$ cat src/rtl/alu_operand_recover_pkg.sv
// Shared op-code and configuration-state definitions for the operand-recovery block.
package alu_pkg;

    localparam logic [3:0] OP_ADD = 4'd0;

    typedef enum logic {
        UNCFG,
        LOCKED
    } cfg_state_t;

endpackage

$ cat src/rtl/alu_operand_recover_pipe_slice.sv
// One valid/ready register stage with a generic payload.
module alu_pipe_slice
    import alu_pkg::*;
#(
    parameter int PW = 32
) (
    input  logic          clk,
    input  logic          rst_n,
    input  logic          in_valid,
    output logic          in_ready,
    input  logic [PW-1:0] in_data,
    output logic          out_valid,
    input  logic          out_ready,
    output logic [PW-1:0] out_data
);

    // Stage can take a new word when empty or when its current word leaves this cycle.
    assign in_ready = !out_valid || out_ready;

    always_ff @(posedge clk or negedge rst_n) begin
        if (!rst_n) begin
            out_valid <= 1'b0;
            out_data  <= '0;
        end else if (in_ready) begin
            out_valid <= in_valid;
            if (in_valid) begin
                out_data <= in_data;
            end
        end
    end

endmodule

$ cat src/rtl/alu_operand_recover.sv
// Recovers ALU operand b from operand a and the ALU result, once the op code is locked.
module alu_operand_recover
    import alu_pkg::*;
#(
    parameter int W  = 16,
    parameter int CW = 16
) (
    input  logic          clk,
    input  logic          rst_n,
    input  logic          cfg_valid,
    input  logic [3:0]    cfg_op,
    output logic          cfg_ready,
    input  logic          in_valid,
    output logic          in_ready,
    input  logic [W-1:0]  in_a,
    input  logic [W-1:0]  in_res,
    output logic          out_valid,
    input  logic          out_ready,
    output logic [W-1:0]  out_b,
    output logic          locked,
    output logic          mode_add,
    output logic          err_relock,
    output logic [CW-1:0] txn_count
);

    cfg_state_t state;

    logic           s1_in_valid;
    logic           s1_in_ready;
    logic           s1_valid;
    logic [W-1:0]   s1_a;
    logic [W-1:0]   s1_res;
    logic           s2_in_ready;
    logic [W-1:0]   b_calc;
    logic [W-1:0]   s2_a;
    logic [W-1:0]   s2_res;
    logic [W-1:0]   chk_sum;

    // One-shot configuration: the first offered op code wins, later offers only flag an error.
    always_ff @(posedge clk or negedge rst_n) begin
        if (!rst_n) begin
            state      <= UNCFG;
            locked     <= 1'b0;
            mode_add   <= 1'b0;
            err_relock <= 1'b0;
        end else begin
            case (state)
                UNCFG: begin
                    if (cfg_valid) begin
                        state    <= LOCKED;
                        locked   <= 1'b1;
                        mode_add <= (cfg_op == OP_ADD);
                    end
                end
                LOCKED: begin
                    if (cfg_valid) begin
                        err_relock <= 1'b1;
                    end
                end
                default: begin
                    state <= UNCFG;
                end
            endcase
        end
    end

    assign cfg_ready   = (state == UNCFG);
    assign s1_in_valid = in_valid && locked;
    assign in_ready    = locked && s1_in_ready;

    alu_pipe_slice #(
        .PW(2 * W)
    ) u_s1 (
        .clk       (clk),
        .rst_n     (rst_n),
        .in_valid  (s1_in_valid),
        .in_ready  (s1_in_ready),
        .in_data   ({in_a, in_res}),
        .out_valid (s1_valid),
        .out_ready (s2_in_ready),
        .out_data  ({s1_a, s1_res})
    );

    // Undo the ALU: add gave res = a + b, sub gave res = a - b.
    always_comb begin
        b_calc = '0;
        if (mode_add) begin
            b_calc = s1_res - s1_a;
        end else begin
            b_calc = s1_a - s1_res;
        end
    end

    alu_pipe_slice #(
        .PW(3 * W)
    ) u_s2 (
        .clk       (clk),
        .rst_n     (rst_n),
        .in_valid  (s1_valid),
        .in_ready  (s2_in_ready),
        .in_data   ({b_calc, s1_a, s1_res}),
        .out_valid (out_valid),
        .out_ready (out_ready),
        .out_data  ({out_b, s2_a, s2_res})
    );

    always_ff @(posedge clk or negedge rst_n) begin
        if (!rst_n) begin
            txn_count <= '0;
        end else if (out_valid && out_ready && (txn_count != {CW{1'b1}})) begin
            txn_count <= txn_count + 1'b1;
        end
    end

    // In add mode the recovered b must re-add to the carried result.
    always_comb begin
        chk_sum = out_b + s2_a;
        if (locked && mode_add && out_valid) begin
            assert (chk_sum == s2_res);
        end
    end

endmodule

$ cat config.mk
export PLATFORM = sky130hd
export DESIGN_NAME = alu_operand_recover
export DESIGN_NICKNAME = d
export VERILOG_FILES = /design/src/rtl/alu_operand_recover_pkg.sv /design/src/rtl/alu_operand_recover_pipe_slice.sv /design/src/rtl/alu_operand_recover.sv
export SDC_FILE = /design/constraint.sdc
export NUM_CORES = 1
export LEC_CHECK = 0
export ABC_CLOCK_PERIOD_IN_PS = 7220
export BUFFER_PORTS_ARGS = -buffer_cell sky130_fd_sc_hd__buf_4
export CAP_MARGIN = 20
export CORE_MARGIN = 4
export CORE_UTILIZATION = 55
export DETAILED_ROUTE_END_ITERATION = 6
export HOLD_SLACK_MARGIN = 0.15
export PLACE_DENSITY_LB_ADDON = 0.3
export SLEW_MARGIN = 40
export SYNTH_ARGS = -nofsm -noshare
export SYNTH_HDL_FRONTEND = slang
export SYNTH_SLANG_ARGS = --single-unit
export TNS_END_PERCENT = 30
$ cat constraint.sdc
create_clock -name clk -period 7.22 [get_ports clk]
set_clock_uncertainty 0.2 [all_clocks]
set_input_delay 1.805 -clock clk [delete_from_list [all_inputs] [get_ports clk]]
set_output_delay 1.805 -clock clk [all_outputs]
set_load 0.05 [all_outputs]
==> results.json <==
{
  "post-route-period-util_pct": 61.9,
  "async_reset_ff_share_pct": 100,
  "area_delta_synth_final_pct": 21.2,
  "p_per_area_nw_per_um2": 368,
  "ant_nets": 0,
  "clock_path_buffers": 2,
  "internal_power_mw": 1.10,
  "ios": 79,
  "timing.final.max_slew_violations": 0,
  "criticalPathCategory": "in2out",
  "grt_use_met3_pct": 6.72,
  "root_buffer": "clkbuf_8",
  "top_register": "u_s1.out_data",
  "row_count": 31,
  "numCtsBuffers": 9,
  "die_area_sq_um": 9230,
  "cp_slowest_cell": "buf_4",
  "syn-instance-count": 428,
  "path_max_fanout": 3,
  "syn_nets": 504,
  "ys_ff_latch": 70,
  "die_h_um": 96.1,
  "final_nets": 577,
  "ctsHoldBuffers": 0,
  "top_regs": "u_s1.out_data: 32 flops, txn_count: 16 flops, u_s2.out_data: 16 flops",
  "path_buf_inv": 2,
  "nFillCells": 564,
  "gp_congestion": 0.880,
  "yosys_warnings": 0,
  "cp_cell_sequence": "buf_4, nand3b_1, and2_1, buf_4",
  "grt-busiest-layer": "met2",
  "p_clk_share_pct": 21.7,
  "placed_cells": 589,
  "wl_per_cell_um": 15.0,
  "finalSetupViolCount": 0,
  "initial_utilization_pct": 57.6,
  "cp.required_ns": 5.22,
  "grt_pass1_vias": 3366,
  "drc_errors": 0,
  "synth_seq_area_share_pct": 41.1,
  "met2_usage_pct": 35.1,
  "numPortBuffers": 78,
  "rsz0062_at_grt": "no",
  "synth_edf_count": 0,
  "largest_register_ffs": 32,
  "first_pass_iters": 4,
  "cts_tree": "done",
  "clk_latency_ns": 0.35,
  "tns_ns": 0,
  "max-slew-margin-rel_pct": 59.2,
  "cp.arrival_ns": 2.46,
  "pwr-share-seq_pct": 30.0,
  "max-cap-violations": 0,
  "cp_common_cell": "buf_4",
  "critPathCaptureType": "output port",
  "hold_violations": 0,
  "cts.clk_slew.worst_paths_ns": 0.07,
  "hold_class": "reg2reg",
  "grt_util_all_layers_pct": 21.1,
  "leakage_nw": 2.45,
  "synthFlopType": "dfrtp_1",
  "max_stage_delay_ns": 0.19,
  "power.switching_mw": 0.802,
  "use_met1_pct": 26.1,
  "via_count": 3387,
  "grt_pass1_wl_um": 15200,
  "crit_family": "simple AND/OR/NAND/NOR gates",
  "antenna_found_initial": 0,
  "antenna_cells": 0,
  "ir_drop_mv": 0.251,
  "grt_max_degree": 71,
  "synth_cell_types": 51,
  "crit_path_start_kind": "primary input",
  "whs_ns": 0.268,
  "pwr-share-comb_pct": 48.3,
  "wl_um": 9100,
  "drive_gt1_share_pct": 27.9,
  "overflow": 0,
  "netlist_area_sq_um": 4270,
  "status": "finished clean",
  "fin_crit_ns": 4.47,
  "cts_setup_buffers": 0,
  "die_x_um": 96.1,
  "swShare_pct": 42.2,
  "syn_avg_cell_area_sq_um": 9.97,
  "fmax_mhz": 224,
  "layout.cells.non_filler": 605,
  "htreeDepth": 3,
  "cts_resized": 0,
  "tightest_slew_ns": 0.612,
  "first_iter_violations": 115,
  "vias_per_cell": 5.60,
  "core_region_area_sq_um": 7410,
  "cts.sinks": 70,
  "post-dp-hpwl_um": 6830
}
layout by cell type (no fill, tap or decap), drive strengths merged, types with 3 or more instances in the layout:
cell type	n
xnor2	19
and3	4
o211ai	11
xor2	9
and2	4
or4	3
mux2i	5
bufinv	4
nand3	9
clkbuf	10
nor4	4
nand2b	7
o21ai	30
nand4	6
inv	35
dfrtp	70
o31ai	3
a211oi	5
buf	80
a221oi	3
mux2	39
a21oi	20
nor3	3
nand2	49
nor2	14
ha	33
cell usage after synthesis (3+ instances only):
| cell | count | area, sq um |
|---|---|---|
| nor2_1 | 14 | 52.6 |
| nor3_1 | 3 | 15.0 |
| inv_1 | 35 | 131 |
| a221oi_1 | 3 | 26.3 |
| nor4_1 | 3 | 18.8 |
| mux2_2 | 37 | 417 |
| nand2_1 | 49 | 184 |
| o21ai_0 | 30 | 150 |
| ha_1 | 33 | 413 |
| and3_1 | 4 | 25.0 |
| mux2i_1 | 5 | 50.1 |
| o211ai_1 | 11 | 82.6 |
| buf_1 | 3 | 11.3 |
| a21oi_1 | 20 | 100 |
| xnor2_1 | 19 | 166 |
| dfrtp_1 | 70 | 1750 |
| a211oi_1 | 4 | 30.0 |
| clkbuf_1 | 5 | 18.8 |
| nand2b_1 | 7 | 43.8 |
| nand4_1 | 6 | 37.5 |
| and2_1 | 4 | 25.0 |
| xor2_1 | 9 | 78.8 |
| nand3_1 | 9 | 45.0 |
| buf_2 | 9 | 45.0 |
layer usage:
| metal | vias to the layer above | wire length [um] | share of wire, % |
|---|---|---|---|
| met2 | 97 | 4440 | 49 |
| met3 | 15 | 671 | 7.4 |
| met5 | - | 0 | 0 |
| met4 | 0 | 166 | 1.8 |
| met1 | 1640 | 3820 | 42 |
| li1 | 1635 | - | - |
through the flow:
stage               power (mW)  utilization (%)  setup WS [ns]  cell area, sq um
floorplan                 1.24                -           2.86              4270
global placement          1.46             66.2           2.79              4900
detailed placement        1.49             66.2           2.76              4910
CTS                       1.91             69.8           2.75              5170
global route              2.03             69.8           2.74              5170
finish                    1.90             69.8           2.75              5170
cells by family (layout without fill, tap and decap cells):
logic type | after synthesis | in the layout | synth area share (%)
adders and majority gates | 35 | 35 | 10.6
buffers and inverters | 53 | 131 | 5.10
and+or+nand+nor | 112 | 112 | 13.1
AOI/OAI and AO/OA | 86 | 86 | 12.8
DFF | 70 | 70 | 41.1
xor gates and xnor gates | 28 | 28 | 5.75
muxes | 44 | 44 | 11.6
power by group through the flow:
stage               sequential [mW]  combinational, mW  clock (mW)
floorplan                     0.760              0.479           0
global placement              0.571              0.889           0
detailed placement            0.578              0.910           0
CTS                           0.572              0.919       0.418
global route                  0.585               1.01       0.436
finish                        0.571              0.919       0.412
path summary, 6_finish.rpt:
check | start | to | slack, ns | depth (start not counted)
setup / recovery | out_ready | in_ready | 2.75 | 4
hold / removal | err_relock | err_relock | 0.27 | 1
setup reg to reg | u_s1.out_data[0] | u_s2.out_data[44] | 4.54 | 9
hold reg to reg | err_relock | err_relock | 0.27 | 1
max in group asynchronous | rst_n | u_s1.out_data[13] | 5.15 | 1
min in group asynchronous | rst_n | mode_add | 1.26 | 1
layout make-up:
cell class	count	area (sq um)	share of cell area, %
multi-input combinational	305	2300	44.4
sequential	70	1750	33.9
timing repair buffer	80	604	11.7
clock inverter	6	134	2.59
inverter	35	131	2.54
clock buffer	10	128	2.47
tap	99	124	2.40
No activity file was read; power rests on OpenSTA's default activity.
